## src/rtl/ex_mem_stage.sv

```systemverilog
`default_nettype none
// ============================================================================
// Module      : ex_mem_stage
// Description : EX->MEM pipeline register built as a 2-entry in-order buffer
//               with valid/ready handshakes on both sides, flush, and an
//               overflow capture path for the signed-add select code.
//               Optional overflow trap enabled by macro EX_MEM_OVF_TRAP_EN:
//               trapped entries lose their register write and set a sticky
//               flag that is cleared by ovf_clr.
// Revision    : 1.0 - initial release
// ============================================================================
module ex_mem_stage #(
  parameter int DATA_W = 32,
  parameter int RD_W   = 5
) (
  input  logic              clk,
  input  logic              rst_n,
  input  logic              in_valid,
  output logic              in_ready,
  input  logic [DATA_W-1:0] in_result,
  input  logic              in_overflow,
  input  logic [2:0]        in_sel_alu,
  input  logic [RD_W-1:0]   in_rd,
  input  logic              in_wr_en,
  input  logic              flush,
  output logic              out_valid,
  input  logic              out_ready,
  output logic [DATA_W-1:0] out_result,
  output logic [RD_W-1:0]   out_rd,
  output logic              out_wr_en,
  output logic              out_overflow,
  output logic              ovf_sticky,
  input  logic              ovf_clr
);

  // Occupancy encoding of the buffer
  localparam logic [1:0] c_EMPTY = 2'd0;
  localparam logic [1:0] c_ONE   = 2'd1;
  localparam logic [1:0] c_TWO   = 2'd2;

  // Only this select code reports a meaningful overflow
  localparam logic [2:0] c_SEL_OVF = 3'b101;

  typedef struct packed {
    logic [DATA_W-1:0] result;
    logic [RD_W-1:0]   rd;
    logic              wr_en;
    logic              ovf;
  } entry_t;

  logic [1:0] state_q, state_d;
  entry_t     head_q, head_d;   // oldest entry, always presented on out_*
  entry_t     tail_q, tail_d;   // second entry, only meaningful in c_TWO
  entry_t     w_in_entry;
  logic       w_ovf_cap;
  logic       w_push;
  logic       w_pop;

  assign w_ovf_cap = in_overflow & (in_sel_alu == c_SEL_OVF);

  // Ready/valid come straight from registered occupancy: no input-to-output
  // combinational path through the handshake.
  assign in_ready  = (state_q != c_TWO);
  assign out_valid = (state_q != c_EMPTY);

  assign w_push = in_valid & in_ready & ~flush;
  assign w_pop  = out_valid & out_ready & ~flush;

  // Build the entry to be stored from the current ALU inputs
  always_comb begin
    w_in_entry.result = in_result;
    w_in_entry.rd     = in_rd;
    w_in_entry.ovf    = w_ovf_cap;
`ifdef EX_MEM_OVF_TRAP_EN
    w_in_entry.wr_en  = in_wr_en & ~w_ovf_cap;
`else
    w_in_entry.wr_en  = in_wr_en;
`endif
  end

  // Next-state and storage update for the 2-entry buffer
  always_comb begin
    state_d = state_q;
    head_d  = head_q;
    tail_d  = tail_q;
    case (state_q)
      c_EMPTY: begin
        if (w_push) begin
          head_d  = w_in_entry;
          state_d = c_ONE;
        end
      end
      c_ONE: begin
        if (w_push && w_pop) begin
          // Old head leaves as the new one arrives: stay at one entry.
          head_d = w_in_entry;
        end else if (w_push) begin
          tail_d  = w_in_entry;
          state_d = c_TWO;
        end else if (w_pop) begin
          state_d = c_EMPTY;
        end
      end
      c_TWO: begin
        // in_ready is low here, so only a pop can happen.
        if (w_pop) begin
          head_d  = tail_q;
          state_d = c_ONE;
        end
      end
      default: begin
        state_d = c_EMPTY;
      end
    endcase
    if (flush) begin
      state_d = c_EMPTY;
    end
  end

  // Occupancy register; reset discards every buffered entry
  always_ff @(posedge clk) begin
    if (!rst_n) begin
      state_q <= c_EMPTY;
    end else begin
      state_q <= state_d;
    end
  end

  // Payload registers; contents are qualified by occupancy so need no reset
  always_ff @(posedge clk) begin
    head_q <= head_d;
    tail_q <= tail_d;
  end

  assign out_result   = head_q.result;
  assign out_rd       = head_q.rd;
  // Gate the control-like fields so an empty stage never requests a write.
  assign out_wr_en    = out_valid & head_q.wr_en;
  assign out_overflow = out_valid & head_q.ovf;

`ifdef EX_MEM_OVF_TRAP_EN
  logic ovf_sticky_q, ovf_sticky_d;

  // Set on a trapped push wins over a simultaneous clear
  always_comb begin
    ovf_sticky_d = ovf_sticky_q;
    if (w_push && w_ovf_cap) begin
      ovf_sticky_d = 1'b1;
    end else if (ovf_clr) begin
      ovf_sticky_d = 1'b0;
    end
  end

  // Sticky overflow flag register
  always_ff @(posedge clk) begin
    if (!rst_n) begin
      ovf_sticky_q <= 1'b0;
    end else begin
      ovf_sticky_q <= ovf_sticky_d;
    end
  end

  assign ovf_sticky = ovf_sticky_q;
`else
  logic unused_ovf_clr;
  assign unused_ovf_clr = ovf_clr;
  assign ovf_sticky     = 1'b0;
`endif

endmodule
`default_nettype wire

```

## config.mk

```make
export PLATFORM = sky130hd
export DESIGN_NAME = ex_mem_stage
export DESIGN_NICKNAME = d
export VERILOG_FILES = /design/src/rtl/ex_mem_stage.sv
export SDC_FILE = /design/constraint.sdc
export NUM_CORES = 1
export LEC_CHECK = 0
export CORE_MARGIN = 2
export CORE_UTILIZATION = 29
export CTS_CLUSTER_DIAMETER = 80
export CTS_CLUSTER_SIZE = 40
export DETAILED_ROUTE_END_ITERATION = 8
export SYNTH_ARGS = -nofsm -noshare
export SYNTH_HDL_FRONTEND = slang
export SYNTH_SLANG_ARGS = --single-unit
```

## constraint.sdc

```tcl
create_clock -name clk -period 6.35 [get_ports clk]
set_input_delay 0.635 -clock clk [delete_from_list [all_inputs] [get_ports clk]]
set_output_delay 0.635 -clock clk [all_outputs]
set_load 0.01 [all_outputs]
```

==> metrics.txt, run 1 <==
die width 110 um; CP peak stage delay 0.83 ns; Post-Syn Area per Cell 12.5 um^2; RSZ-0062 raised after global routing no; switch share 21.6%; worst path cell trace nor2b_4, inv_2, clkdlybuf4s50_1; Worst Max-Slew Pin Slew 0.981 ns; Critical Path End Type output port; area of the multi-input gates 573 um^2; Buffers on Ports 87; die area 12100 um^2; post-synthesis cell count 262; leakage 0.00156 uW; DP Wirelength 3920 um; CTS H-Tree Depth 3; Slowest cell on crit path nor2b_4; layout cells sized above 1 6.50%; I/O pin total 90; adder and majority cell fraction of the synthesized area 0%; Peak Freq 354 MHz; pwr/cell area 241 nW/um^2; DRT Pass-1 Iters 4; Seq pwr share 59.8%; CTS Buf Count 9; Post-CTS Resized 0; xor/xnor share of the synthesized area 0%; first-pass GRT wire length 9460 um; Bufs on Longest Clock Path 2; worst min path class reg -> reg; clock skew 0.00872 ns; register area share after synthesis 73.0%; # rows 38; area of the core 10900 um^2; clock power share 31.1%; WP data required 5.71 ns; mux cell area share after synthesis 0%; Mapped Area 3260 um^2; Critical Path Fanout Max 40; Final Setup Violations 0; Slew Limit Fails 0; clk_lat worst skew 0.35 ns; fillcell total 1080; crit path kind reg -> out; Post-CTS Setup Repair Bufs 0; final wirelength 6180 um; Max rail drop VDD 0.0000887 V; total chip power 1010 uW; TritonCTS clock tree yes; Simple-Gate Fraction of Synth Area 15.8%; hold_buf cts 0; R2R depth 5; switching power 218 uW; Compound-Gate Fraction of Synth Area 0.958%; register area 2380 um^2; GP Congestion 0.675; Final min period 2.83 ns; Seq cells post-synth 80; DRC 0; total negative slack 0 ns; Starting Density 30.0%; vias per cell 4.18; Max-Cap Viols 0; initial antenna violation count 0; Area Overhead vs Synth 28.5%; die height 110 um; antenna-violating nets left 0; layout net count 366; most common cell after layout, fill and taps aside nand2_1; Yosys cell types 21; DR iter-0 viols 78; routed vias 1934; n_diodes 0; GRT Util Overall 10.8%; clock root cell clkbuf_8; Num Clock Sinks 80; Rel. slew slack 34.4%; largest family of logic cells by synthesized area simple AND/OR/NAND/NOR gates; Comb pwr share 9.1%; Setup crit start kind register; outcome finished clean; Final Hold Viols 0; WP data arrival 2.19 ns; Min-Delay Path Depth 2; vias in the first global route 1908; Synth Net Count 310; largest net degree at the start of global routing 41; Yosys warning count 0; GR Overflow Total 0; Final Cycle Share 44.5%; commonest cells after routing, fill and taps aside nand2_1 (118), clkdlybuf4s50_1 (87), edfxtp_1 (78), clkbuf_8 (9); P_int 791 uW; drt wl/cell 13.3 um; CTS clk-pin slew, worst paths 0.08 ns
## critical path, delay by kind of cell, from the launching register on
family | cells | cell delay [ns]
buffers and inverters | 2 | 0.57
flip-flops | 1 | 0.41
AND/OR/NAND/NOR | 1 | 0.83
## state kept, by name, indices dropped and copies added, names as in the netlist
signal,cells
state_q,2
out_result,32
out_rd,5
head_q,2
tail_q,39
## stage by stage
| step | setup WS [ns] | utilization, % | cells | instance area, um^2 | hold slack [ns] |
|---|---|---|---|---|---|
| CTS | 3.45 | 38.5 | 463 | 4190 | 0.513 |
| finish | 3.52 | 38.5 | 463 | 4190 | 0.512 |
| global route | 3.35 | 38.5 | 463 | 4190 | 0.534 |
| global placement | 3.87 | 37.1 | 447 | 4040 | 0.489 |
| floorplan | 2.40 | - | 262 | 3260 | 0.484 |
| detailed placement | 3.84 | 37.1 | 447 | 4040 | 0.494 |
## cell usage after synthesis
| master | instances | share of area (%) |
|---|---|---|
| inv_2 | 1 | 0.11 |
| and2_1 | 2 | 0.38 |
| or2_1 | 1 | 0.19 |
| nor3_1 | 2 | 0.31 |
| nor2b_2 | 1 | 0.27 |
| a21oi_1 | 1 | 0.15 |
| clkbuf_1 | 4 | 0.46 |
| a311oi_1 | 1 | 0.27 |
| buf_4 | 39 | 9.0 |
| nand3b_1 | 1 | 0.23 |
| edfxtp_1 | 78 | 72 |
| nand2_1 | 118 | 14 |
| dfxtp_1 | 2 | 1.2 |
| a21o_1 | 1 | 0.23 |
| or3_1 | 1 | 0.19 |
| and4b_1 | 1 | 0.31 |
| buf_2 | 3 | 0.46 |
| o32a_1 | 1 | 0.31 |
| conb_1 | 1 | 0.11 |
| inv_1 | 1 | 0.11 |
| nand2b_1 | 2 | 0.38 |
## power groups by stage
stage	combinational, uW	sequential, uW	clock [uW]
final	91.7	603	314
after global routing	100	605	349
after CTS	93.6	604	328
after detailed placement	93.4	616	0
after global placement	91.6	615	0
after floorplan	44.1	615	0
## cell type report
type                    instances  share of cell area (%)
inverters                       2                   0.179
well taps                     140                    4.18
multi-input cells             134                    13.7
flip-flops and latches         80                    56.8
clock inverters                 5                   0.567
clock buffers                  11                    3.13
repair buffers                 91                    21.5
## final timing paths
path | start | to | slack [ns]
max | state_q[1]$_SDFFE_PP0P_ | in_ready | 3.52
min | tail_q[19]$_DFFE_PP_ | out_result[12]$_DFFE_PP_ | 0.51
max reg2reg | state_q[1]$_SDFFE_PP0P_ | out_rd[1]$_DFFE_PP_ | 4.25
min reg2reg | tail_q[19]$_DFFE_PP_ | out_result[12]$_DFFE_PP_ | 0.51
## per-layer routing
layer,GRT usage (%),up-vias,routed length (um)
met4,6.96,0,155
met5,0,-,0
met2,18.1,56,3060
li1,-,948,-
met3,3.00,13,336
met1,12.0,917,2630
## kinds of logic after synthesis
| logic type | count (synthesis) |
|---|---|
| buf+inv | 48 |
| compound gates | 4 |
| flops | 80 |
| other cells | 1 |
| simple gates | 129 |
Note: power is estimated with default switching activity, not from simulation.
==> run 2: changes to the inputs <==
clock period = 2.55 ns   (was 6.35 ns; I/O delays follow)
==> metrics.txt, run 2 (synthesis gave the netlist of run 1 again) <==
Buffers on Ports 87; hold_buf cts 0; Max-Cap Viols 0; clock power share 33.4%; GP Congestion 0.655; Final min period 2.01 ns; drt wl/cell 12.8 um; CP peak stage delay 0.62 ns; DRT Pass-1 Iters 4; Largest Register tail_q; WP buf/inv 2; # rows 38; antenna-violating nets left 0; final wirelength 5950 um; crit path kind reg -> out; Final Setup Violations 0; Starting Density 30.0%; TritonCTS clock tree yes; Area Overhead vs Synth 30.2%; routed vias 1877; DR iter-0 viols 60; outcome finished clean; switching power 531 uW; most common cell after layout, fill and taps aside nand2_1; initial antenna violation count 0; CTS Buf Count 9; I/O pin total 90; commonest cells after routing, fill and taps aside nand2_1 (118), clkdlybuf4s50_1 (87), edfxtp_1 (78), clkbuf_8 (9); clock root cell clkbuf_8; die width 110 um; Post-CTS Setup Repair Bufs 0; switch share 20.4%; Critical Path Fanout Max 21; layout net count 366; family with the most delay on the worst path buffers and inverters; Final Cycle Share 78.6%; worst path cell trace nor2b_4, inv_2, clkdlybuf4s50_1; Critical Path End Type output port; clock skew 0.00709 ns; die area 12100 um^2; Slew Limit Fails 0; Num Clock Sinks 80; Bufs on Longest Clock Path 2; area of the core 10900 um^2; WP data arrival 1.75 ns; RSZ-0062 raised after global routing no; CTS H-Tree Depth 3; DRC 0; Seq pwr share 57.7%; Post-CTS Resized 0; Setup crit start kind register; die height 110 um; leakage 0.00157 uW; pwr/cell area 613 nW/um^2; GR Overflow Total 0; fin util 39.0%; Final Hold Viols 0; Max rail drop VDD 0.000204 V; n_diodes 0; total negative slack 0 ns; Peak Freq 499 MHz; DP Wirelength 3820 um; vias in the first global route 1882; layout cells sized above 1 6.19%; Comb pwr share 8.9%; vias per cell 4.05; max reg flops 39; WP data required 2.30 ns; clk_lat worst skew 0.34 ns; largest net degree at the start of global routing 40; GRT Util Overall 10.4%; worst min path class in -> reg; first-pass GRT wire length 9320 um; Slowest cell on crit path clkdlybuf4s50_1; P_int 2070 uW; CTS clk-pin slew, worst paths 0.07 ns
run 2: worst paths after layout:
check,start,endpoint,slack [ns],cells after the start
worst min-delay path,rst_n,state_q[1]$_SDFFE_PP0P_,0.47,3
worst min register to register,tail_q[27]$_DFFE_PP_,out_result[20]$_DFFE_PP_,0.50,2
worst max register to register,state_q[1]$_SDFFE_PP0P_,out_result[8]$_DFFE_PP_,1.01,4
worst max-delay path,state_q[1]$_SDFFE_PP0P_,in_ready,0.54,3
run 2: final cells by class:
type	count	area, um^2
Clock buffer	11	131
Sequential cell	80	2380
Clock inverter	5	47.5
Multi-Input combinational cell	134	579
Timing Repair Buffer	91	926
Fill cell	1080	6640
Tap cell	140	175
Inverter	2	7.51
run 2: metrics by stage:
step | power (uW) | hold WS, ns | worst slack, ns | area [um^2] | cells
detailed placement | 1770 | 0.494 | 0.691 | 4070 | 447
floorplan | 1640 | 0.327 | 0.0592 | 3270 | 262
finish | 2600 | 0.471 | 0.545 | 4250 | 463
global placement | 1770 | 0.488 | 0.725 | 4070 | 447
global route | 2730 | 0.472 | 0.400 | 4250 | 463
CTS | 2650 | 0.454 | 0.499 | 4250 | 463
run 2: power groups by stage:
stage               Clock [uW]  Combinational [uW]  Sequential (uW)
finish                     869                 232             1500
detailed placement           0                 236             1530
CTS                        912                 237             1500
global placement             0                 232             1530
global route               970                 256             1510
floorplan                    0                 111             1530
run 2: metal layers:
layer	share of wire, %	wire length [um]	track usage, %
met4	2.0	119	5.63
met1	45	2660	13.5
met3	5.6	334	2.65
met2	48	2840	16.0
met5	0	0	0
run 2: worst min-delay path: stages:
cell             delay (ns)
clkdlybuf4s50_1        0.40
inv_1                  0.07
nor3_1                 0.05
